`src/rtl/if_stage_pkg.sv`:
```
// if_stage_pkg: bus widths, next-PC select encodings and reset vector for the fetch stage
package if_stage_pkg;
  localparam int IF_TO_ID_BUS_WD = 64;
  localparam int ID_TO_PC_BUS_WD = 98;
  localparam logic [31:0] RESET_PC_DEFAULT = 32'hBFC00000;
  typedef enum logic [1:0] {
    NPC_SEQ = 2'b00,
    NPC_BR  = 2'b01,
    NPC_J   = 2'b10,
    NPC_JR  = 2'b11
  } npc_sel_e;
  typedef enum logic {
    BUF_EMPTY = 1'b0,
    BUF_FULL  = 1'b1
  } buf_state_e;
  typedef struct packed {
    logic [31:0] br_pc;
    logic [31:0] jal_pc;
    logic [31:0] jr_pc;
    npc_sel_e    sel;
  } id_to_pc_t;
  function automatic logic [31:0] pc_plus4(input logic [31:0] pc);
    return pc + 32'd4;
  endfunction
endpackage

```
`src/rtl/if_stage_if.sv`:
```
// if_stage_if: decode handshake, redirect bus and instruction SRAM port of the fetch stage
interface if_stage_if;
  import if_stage_pkg::*;
  logic [ID_TO_PC_BUS_WD-1:0] ID_to_PC_bus;
  logic                       ID_allow_in;
  logic                       IF_to_ID_valid;
  logic [IF_TO_ID_BUS_WD-1:0] IF_to_ID_bus;
  logic                       inst_sram_en;
  logic [31:0]                inst_sram_addr;
  logic [31:0]                inst_sram_rdata;
  modport master (
    input  ID_to_PC_bus, ID_allow_in, inst_sram_rdata,
    output IF_to_ID_valid, IF_to_ID_bus, inst_sram_en, inst_sram_addr
  );
  modport slave (
    output ID_to_PC_bus, ID_allow_in, inst_sram_rdata,
    input  IF_to_ID_valid, IF_to_ID_bus, inst_sram_en, inst_sram_addr
  );
endinterface

```
`src/rtl/if_inst_buf.sv`:
```
// if_inst_buf: holds the fetched instruction across a decode stall so the SRAM may keep reading
module if_inst_buf
  import if_stage_pkg::*;
(
  input  logic        clk,
  input  logic        resetn,
  input  logic        fs_valid_i,
  input  logic        id_allow_in_i,
  input  logic [31:0] rdata_i,
  output logic [31:0] inst_o
);
  buf_state_e  state_q, state_d;
  logic [31:0] hold_q, hold_d;
  // state and held word register
  always_ff @(posedge clk) begin
    if (!resetn) begin
      state_q <= BUF_EMPTY;
      hold_q  <= '0;
    end else begin
      state_q <= state_d;
      hold_q  <= hold_d;
    end
  end
  // capture on the first stalled cycle, release when decode accepts
  always_comb begin
    state_d = state_q;
    hold_d  = hold_q;
    if (id_allow_in_i) state_d = BUF_EMPTY;
    else if (fs_valid_i && state_q == BUF_EMPTY) begin
      state_d = BUF_FULL;
      hold_d  = rdata_i;
    end
  end
  assign inst_o = state_q == BUF_FULL ? hold_q : rdata_i;
endmodule

```
`src/rtl/if_stage.sv`:
```
// if_stage: MIPS instruction fetch; owns the PC, drives the instruction SRAM, feeds decode (IF_INST_BUF_EN adds a stall holding buffer)
module if_stage
  import if_stage_pkg::*;
#(
  parameter logic [31:0] RESET_PC = RESET_PC_DEFAULT
) (
  input logic        clk,
  input logic        resetn,
  if_stage_if.master fs
);
  id_to_pc_t   id_pc;
  logic [31:0] fs_pc_q, fs_pc_d, nextpc, inst;
  logic        fs_valid_q, fs_valid_d, if_allow_in;
  assign id_pc       = fs.ID_to_PC_bus;
  assign if_allow_in = ~fs_valid_q | fs.ID_allow_in;
  // pre-IF next-PC selection; decode's operands only matter on the edge IF advances
  always_comb begin
    nextpc = !resetn              ? RESET_PC :
             id_pc.sel == NPC_BR  ? id_pc.br_pc :
             id_pc.sel == NPC_J   ? id_pc.jal_pc :
             id_pc.sel == NPC_JR  ? id_pc.jr_pc : pc_plus4(fs_pc_q);
    fs_pc_d    = if_allow_in ? nextpc : fs_pc_q;
    fs_valid_d = fs_valid_q | if_allow_in;
  end
  // PC and valid registers; reset PC sits one word before the vector
  always_ff @(posedge clk) begin
    if (!resetn) begin
      fs_pc_q    <= RESET_PC - 32'd4;
      fs_valid_q <= 1'b0;
    end else begin
      fs_pc_q    <= fs_pc_d;
      fs_valid_q <= fs_valid_d;
    end
  end
`ifdef IF_INST_BUF_EN
  if_inst_buf u_inst_buf (
    .clk          (clk),
    .resetn       (resetn),
    .fs_valid_i   (fs_valid_q),
    .id_allow_in_i(fs.ID_allow_in),
    .rdata_i      (fs.inst_sram_rdata),
    .inst_o       (inst)
  );
  assign fs.inst_sram_en = resetn;
`else
  assign inst            = fs.inst_sram_rdata;
  assign fs.inst_sram_en = resetn & if_allow_in;
`endif
  assign fs.inst_sram_addr = nextpc;
  assign fs.IF_to_ID_valid = fs_valid_q;
  assign fs.IF_to_ID_bus   = {pc_plus4(fs_pc_q), inst};
endmodule

```
`src/flat_wrapper.sv`:
```
// flat-port wrapper written by rule: the top's interface ports become plain ports
module if_stage_flat import if_stage_pkg::*;
#(
  parameter logic [31:0] RESET_PC = RESET_PC_DEFAULT
)
  (clk, resetn, fs_ID_to_PC_bus, fs_ID_allow_in, fs_inst_sram_rdata, fs_IF_to_ID_valid, fs_IF_to_ID_bus, fs_inst_sram_en, fs_inst_sram_addr);
  if_stage_if fs_i ();
  input logic clk;
  input logic resetn;
  input wire logic [$bits(fs_i.ID_to_PC_bus)-1:0] fs_ID_to_PC_bus;
  input wire logic [$bits(fs_i.ID_allow_in)-1:0] fs_ID_allow_in;
  input wire logic [$bits(fs_i.inst_sram_rdata)-1:0] fs_inst_sram_rdata;
  output wire logic [$bits(fs_i.IF_to_ID_valid)-1:0] fs_IF_to_ID_valid;
  output wire logic [$bits(fs_i.IF_to_ID_bus)-1:0] fs_IF_to_ID_bus;
  output wire logic [$bits(fs_i.inst_sram_en)-1:0] fs_inst_sram_en;
  output wire logic [$bits(fs_i.inst_sram_addr)-1:0] fs_inst_sram_addr;
  assign fs_i.ID_to_PC_bus = fs_ID_to_PC_bus;
  assign fs_i.ID_allow_in = fs_ID_allow_in;
  assign fs_i.inst_sram_rdata = fs_inst_sram_rdata;
  assign fs_IF_to_ID_valid = fs_i.IF_to_ID_valid;
  assign fs_IF_to_ID_bus = fs_i.IF_to_ID_bus;
  assign fs_inst_sram_en = fs_i.inst_sram_en;
  assign fs_inst_sram_addr = fs_i.inst_sram_addr;
  if_stage #(.RESET_PC(RESET_PC)) u_core (.clk(clk), .resetn(resetn), .fs(fs_i));
endmodule
```
`config.mk`:
```
export PLATFORM = sky130hd
export DESIGN_NAME = if_stage_flat
export DESIGN_NICKNAME = d
export VERILOG_FILES = /design/src/rtl/if_stage_pkg.sv /design/src/rtl/if_stage_if.sv /design/src/rtl/if_inst_buf.sv /design/src/rtl/if_stage.sv /design/src/flat_wrapper.sv
export SDC_FILE = /design/constraint.sdc
export NUM_CORES = 1
export LEC_CHECK = 0
export ABC_AREA = 1
export ABC_CLOCK_PERIOD_IN_PS = 2100
export BUFFER_PORTS_ARGS = -buffer_cell sky130_fd_sc_hd__buf_2
export CORE_ASPECT_RATIO = 1.1
export CORE_MARGIN = 10
export CORE_UTILIZATION = 43
export DETAILED_ROUTE_END_ITERATION = 8
export PLACE_DENSITY = 0.82
export SLEW_MARGIN = 20
export SYNTH_ARGS = -nofsm -noshare
export SYNTH_HDL_FRONTEND = slang
export SYNTH_SLANG_ARGS = --single-unit
export TNS_END_PERCENT = 10
```
`constraint.sdc`:
```
create_clock -name clk -period 2.1 [get_ports clk]
set_input_delay 0.21 -clock clk [delete_from_list [all_inputs] [get_ports clk]]
set_output_delay 0.21 -clock clk [all_outputs]
set_load 0.005 [all_outputs]
```
Word level (Yosys, flattened, before mapping). Index checks and enable logic that the tools add are counted.

Flip-flop bits (word level): 33. Bits of input ports: 133. Logic and storage cells: 14.

Add/subtract/negate cells: 1. Eq/ne operators: 3. Mux-type cells: 4. Bitwise gates (word level): 4.

Operator list (count): 32-bit two-way mux (4); 32-bit by 3-bit adder with 32-bit output, second input constant (1); 2-bit == test, second input constant (2); 2-bit by 1-bit == test with 1-bit output, second input constant (1); 1-bit OR (2); 1-bit AND (1); 1-bit NOT (1).

Longest topological paths before layout.
Depth after elaboration: 5. Mapped depth: 14. Depth with buffers taken out: 14.

Worst setup path after synthesis. OpenSTA, ideal clock, no wires.

Path type: register to output. Start point: reg u_core.fs_pc_q[2]. End point: out fs_inst_sram_addr[20]. Data arrival time: 1550 ps. Setup slack: 340 ps. Stages on the path, launching flop included: 11. Cells stage by stage: dfxtp_1 -> ha_1 -> nand3_2 -> nor2_4 -> nand3_2 -> nor2_4 -> xor2_2 -> nand2_1 -> nand2_1 -> nand2_1 -> nor2_1.

Word-level cells in the longest chain between the ends: 5.

Ends and longest elaborated chain: start, declared (line if_stage.sv:12) `logic [31:0] fs_pc_q, fs_pc_d, nextpc, inst;`; start signal, assigned (line if_stage.sv:28) `fs_pc_q <= RESET_PC - 32'd4;`; start signal, assigned (line if_stage.sv:31) `fs_pc_q <= fs_pc_d;`; 32-bit by 3-bit adder with 32-bit output; via fs_IF_to_ID_bus[52] (line flat_wrapper.sv:14) `output wire logic [$bits(fs_i.IF_to_ID_bus)-1:0] fs_IF_to_ID_bus;`; 32-bit two-way mux (line if_stage.sv:21) `id_pc.sel == NPC_JR ? id_pc.jr_pc : pc_plus4(fs_pc_q);`; 32-bit two-way mux (line if_stage.sv:20) `id_pc.sel == NPC_J ? id_pc.jal_pc :`; 32-bit two-way mux (line if_stage.sv:19) `id_pc.sel == NPC_BR ? id_pc.br_pc :`; 32-bit two-way mux (line if_stage.sv:18) `nextpc = !resetn ? RESET_PC :`; end, declared (line flat_wrapper.sv:16) `output wire logic [$bits(fs_i.inst_sram_addr)-1:0] fs_inst_sram_addr;`.

The timed path passes the listed nets, and every way through them passes these cells.

Worst setup path after layout.
Start point: reg u_core.fs_pc_q[3]. End point: out fs_inst_sram_addr[18].

Word-level cells in the longest chain between the ends: 5.

Ends and longest elaborated chain: 32-bit by 3-bit adder with 32-bit output (line if_stage_pkg.sv:23) `return pc + 32'd4;`; 32-bit two-way mux (line if_stage.sv:21); 32-bit two-way mux (line if_stage.sv:20); 32-bit two-way mux (line if_stage.sv:19); 32-bit two-way mux (line if_stage.sv:18).

Every way passes these cells.

==> results.toml <==
[logic_synthesis]
post_synth_num_cell_types = 38
ys_seq_area_frac = 0.189
mappedNetlistNets = 756
syn_inst = 622
synth_area_leaders = "nand2_1 (24%), dfxtp_1 (19%), inv_1 (8.4%), buf_4 (7.3%), o21ai_0 (6.1%)"
avgSynthCellArea_um2 = 5.63
ys_ff_latch = 33
ys_warn_count = 0
yosys.area.top_type = "nand2_1"
synth_top_area_share = 0.237
netlist_area_um2 = 3500

[job]
drv_cap = 0

[route]
ant_nets = 0
drcViolationCount = 0
drtIter0Drc = 291
via_per_inst = 5.02
avgRoutedWirePerCell_um = 15.2
routed-via-count = 4335
dr.pass1.iters = 5
routed_wl_um = 13100

[die]
die_y_um = 115
row_count = 34
initial_core_util = 0.443
io_pins = 231
core_area_um2 = 7910
die_area_um2 = 12200
fp.dieW_um = 106

[setup_path]
crit_path_end_kind = "output pin"
rrSetupSlack_ns = 0.44
start_kind = "flip-flop"
r2r-start = "u_core.fs_pc_q[3]"
worst-path-buf-inv = 1
cp_slowest_stage_delay_ns = 0.38
crit_top_cell = "nand2_1"
crit_required_ns = 1.89
rr_worst_depth = 12
path_cells = "ha_4 > nand2_1 > nor2_2 > nand2_2 > nor2_4 > nand2_1 > xor2_1 > nand2_1 > nand2_1 > a21oi_1 > buf_2"
slowest_stage = "dfxtp_4"
crit_path_start = "u_core.fs_pc_q[3]"
worstPathArrival_ns = 1.89
cp_max_fo = 5
rr_endpoint = "u_core.fs_pc_q[18]"
path_delay_family = "simple AND/OR/NAND/NOR gates"
critPathKind = "flip-flop to output pin"

[timing]
hold_slack_ns = 0.201
min_period_ns = 2.10
worst_pin_slew_ns = 0.491
hold_violations = 0
setup_viol = 0
fin_crit_sh = 0.998
finalClockSkew_ns = 0.00924
max-slew-margin-rel = 0.672
slew_violations = 0
rsz0062_at_grt = "yes"
setup_ws_ns = 0.00443
max_freq_mhz = 477

[placed_design]
post-place-ws_ns = 0.172
dp_hpwl_um = 10200
io_buffers = 166
gp_congestion = 0.931
place_inst = 848
dpl_cell_area_um2 = 4210

[cells_and_area]
final_util = 0.570
nNetsFinal = 887
final_area_um2 = 4510
drive_above_1_share = 0.353
syn_to_final_growth_pct = 28.8
fin_cells = 863

[global_route]
grt_max_degree = 47
gr-total-overflow = 0
grt_first_pass_wirelength_um = 20500
grt_antenna_before_repair = 0
first_global_vias = 4198
grt_use_total = 0.204

[pwr]
p_leak_nw = 2.54
peakVddDrop_mv = 0.289
power_density_nw_per_um2 = 528

[clocking]
cts_num_sinks = 33
clock-root-buffer = "clkbuf_8"
clock_path_buffers = 2
cts_htree_levels = 2
clk_latency_ns = 0.30
cts_tree = "built"
cts.clk_slew.worst_paths_ns = 0.08
cts_made_buffers = 5
cts_hold_buf = 0

[hold_path]
min_path_type = "input pin to flip-flop"
min_to = "u_core.fs_pc_q[9]"
hp-start = "fs_ID_to_PC_bus[75]"
hold_depth = 3

[status]
outcome = "finished clean"
-- cells in the final DEF (no fill, tap or decap), drive strengths merged --
cell,count
or2,12
dfxtp,33
o211ai,3
inv,80
nand4,3
o31ai,1
diode,1
a21oi,12
nor3,7
a31oi,5
o21bai,3
a22o,1
and2,6
nand3,39
a221o,3
ha,1
o221ai,5
clkbuf,7
buf,185
o221a,1
nor2,56
a221oi,3
o2111ai,1
xnor2,2
o22ai,6
clkinv,2
nand2,223
xor2,10
o21ai,44
-- kinds of logic (layout without fill, tap and decap cells) --
group / Yosys count / in the layout / synth area share
AOI/OAI and AO/OA: 88 / 88 / 0.151
xor gates and xnor gates: 12 / 12 / 0.0343
adders and majority gates: 1 / 1 / 0.00357
buffers and inverters: 142 / 274 / 0.193
DFF: 33 / 33 / 0.189
other: 0 / 1 / 0
and+or+nand+nor: 346 / 346 / 0.429
-- where the power goes --
| group | leakage (nW) | internal [W] | switching, W |
|---|---|---|---|
| registers | 0.272 | 0.000692 | 0.0000753 |
| clock network | 0.0542 | 0.000297 | 0.000258 |
| logic | 2.22 | 0.000442 | 0.000619 |
-- worst max-delay path by stage --
stage | end | slack, ns | cells after the start
finish | fs_inst_sram_addr[18] | 0.004 | 11
global route | fs_inst_sram_addr[27] | -0.19 | 13
CTS | fs_inst_sram_addr[20] | -0.02 | 11
detailed placement | fs_inst_sram_addr[20] | 0.17 | 11
global placement | fs_inst_sram_addr[20] | 0.20 | 11
floorplan | fs_inst_sram_addr[20] | 0.34 | 10
-- synthesized netlist by cell type --
cell,n
inv_4,1
buf_4,34
o211ai_1,3
nor2_1,45
a221o_1,3
o21bai_1,3
nand3_1,35
inv_1,78
ha_1,1
nor2_2,4
xor2_1,8
or2_2,12
a22o_1,1
a31oi_1,5
o22ai_1,6
o31ai_1,1
o221a_2,1
nand3_2,4
buf_2,11
nand2_1,221
o2111ai_1,1
o21ai_1,1
nor2_4,7
xnor2_1,2
nor3_2,1
dfxtp_1,33
clkbuf_1,16
xor2_2,2
and2_1,6
nand2_2,2
clkinv_1,1
a221oi_1,3
o21ai_0,43
nand4_1,3
inv_2,1
o221ai_1,5
a21oi_1,12
nor3_1,6
-- worst reg2reg max path: stages, from the launching register on --
cell     delay, ns
dfxtp_4       0.38
ha_4          0.15
nand2_1       0.07
nor2_2        0.13
nand2_2       0.10
nor2_4        0.14
nand2_1       0.10
xor2_1        0.17
nand2_1       0.07
nand2_1       0.07
nand2_1       0.05
nand2_1       0.05
nand2_1       0.06
-- stage by stage --
stage / setup TNS (ns) / power, W
final: 0 / 0.00238
after detailed placement: 0 / 0.00174
after global routing: -2.06 / 0.00254
after CTS: -0.0400 / 0.00233
after floorplan: 0 / 0.00139
after global placement: 0 / 0.00173
-- timing repair --
item / in CTS / in global routing
gates resized for setup: 22 / 32
pin swaps: 5 / 9
buffers inserted: 4 / 2
setup endpoints to repair: 22 / 28
-- metal layers --
layer  GRT usage  share of wire  up-vias
met3      0.0467          0.074       33
met4      0.0768          0.025        0
met1       0.238           0.41     1932
li1            -              -     2180
met2       0.354           0.50      190
met5           0              0        -
-- sequential cells by signal (all words and copies together) (netlist names) --
name,cells
u_core.fs_pc_q,32
u_core.fs.IF_to_ID_valid,1
-- final cells by class --
type	instances	area [µm²]
clock buffer	7	96.3
fill	830	3400
tap	108	135
antenna	1	2.50
clock inverter	1	5.00
multi-input combinational	447	2290
sequential	33	688
timing repair buffer	185	990
inverter	81	307
Note: power is estimated with default switching activity, not from simulation.
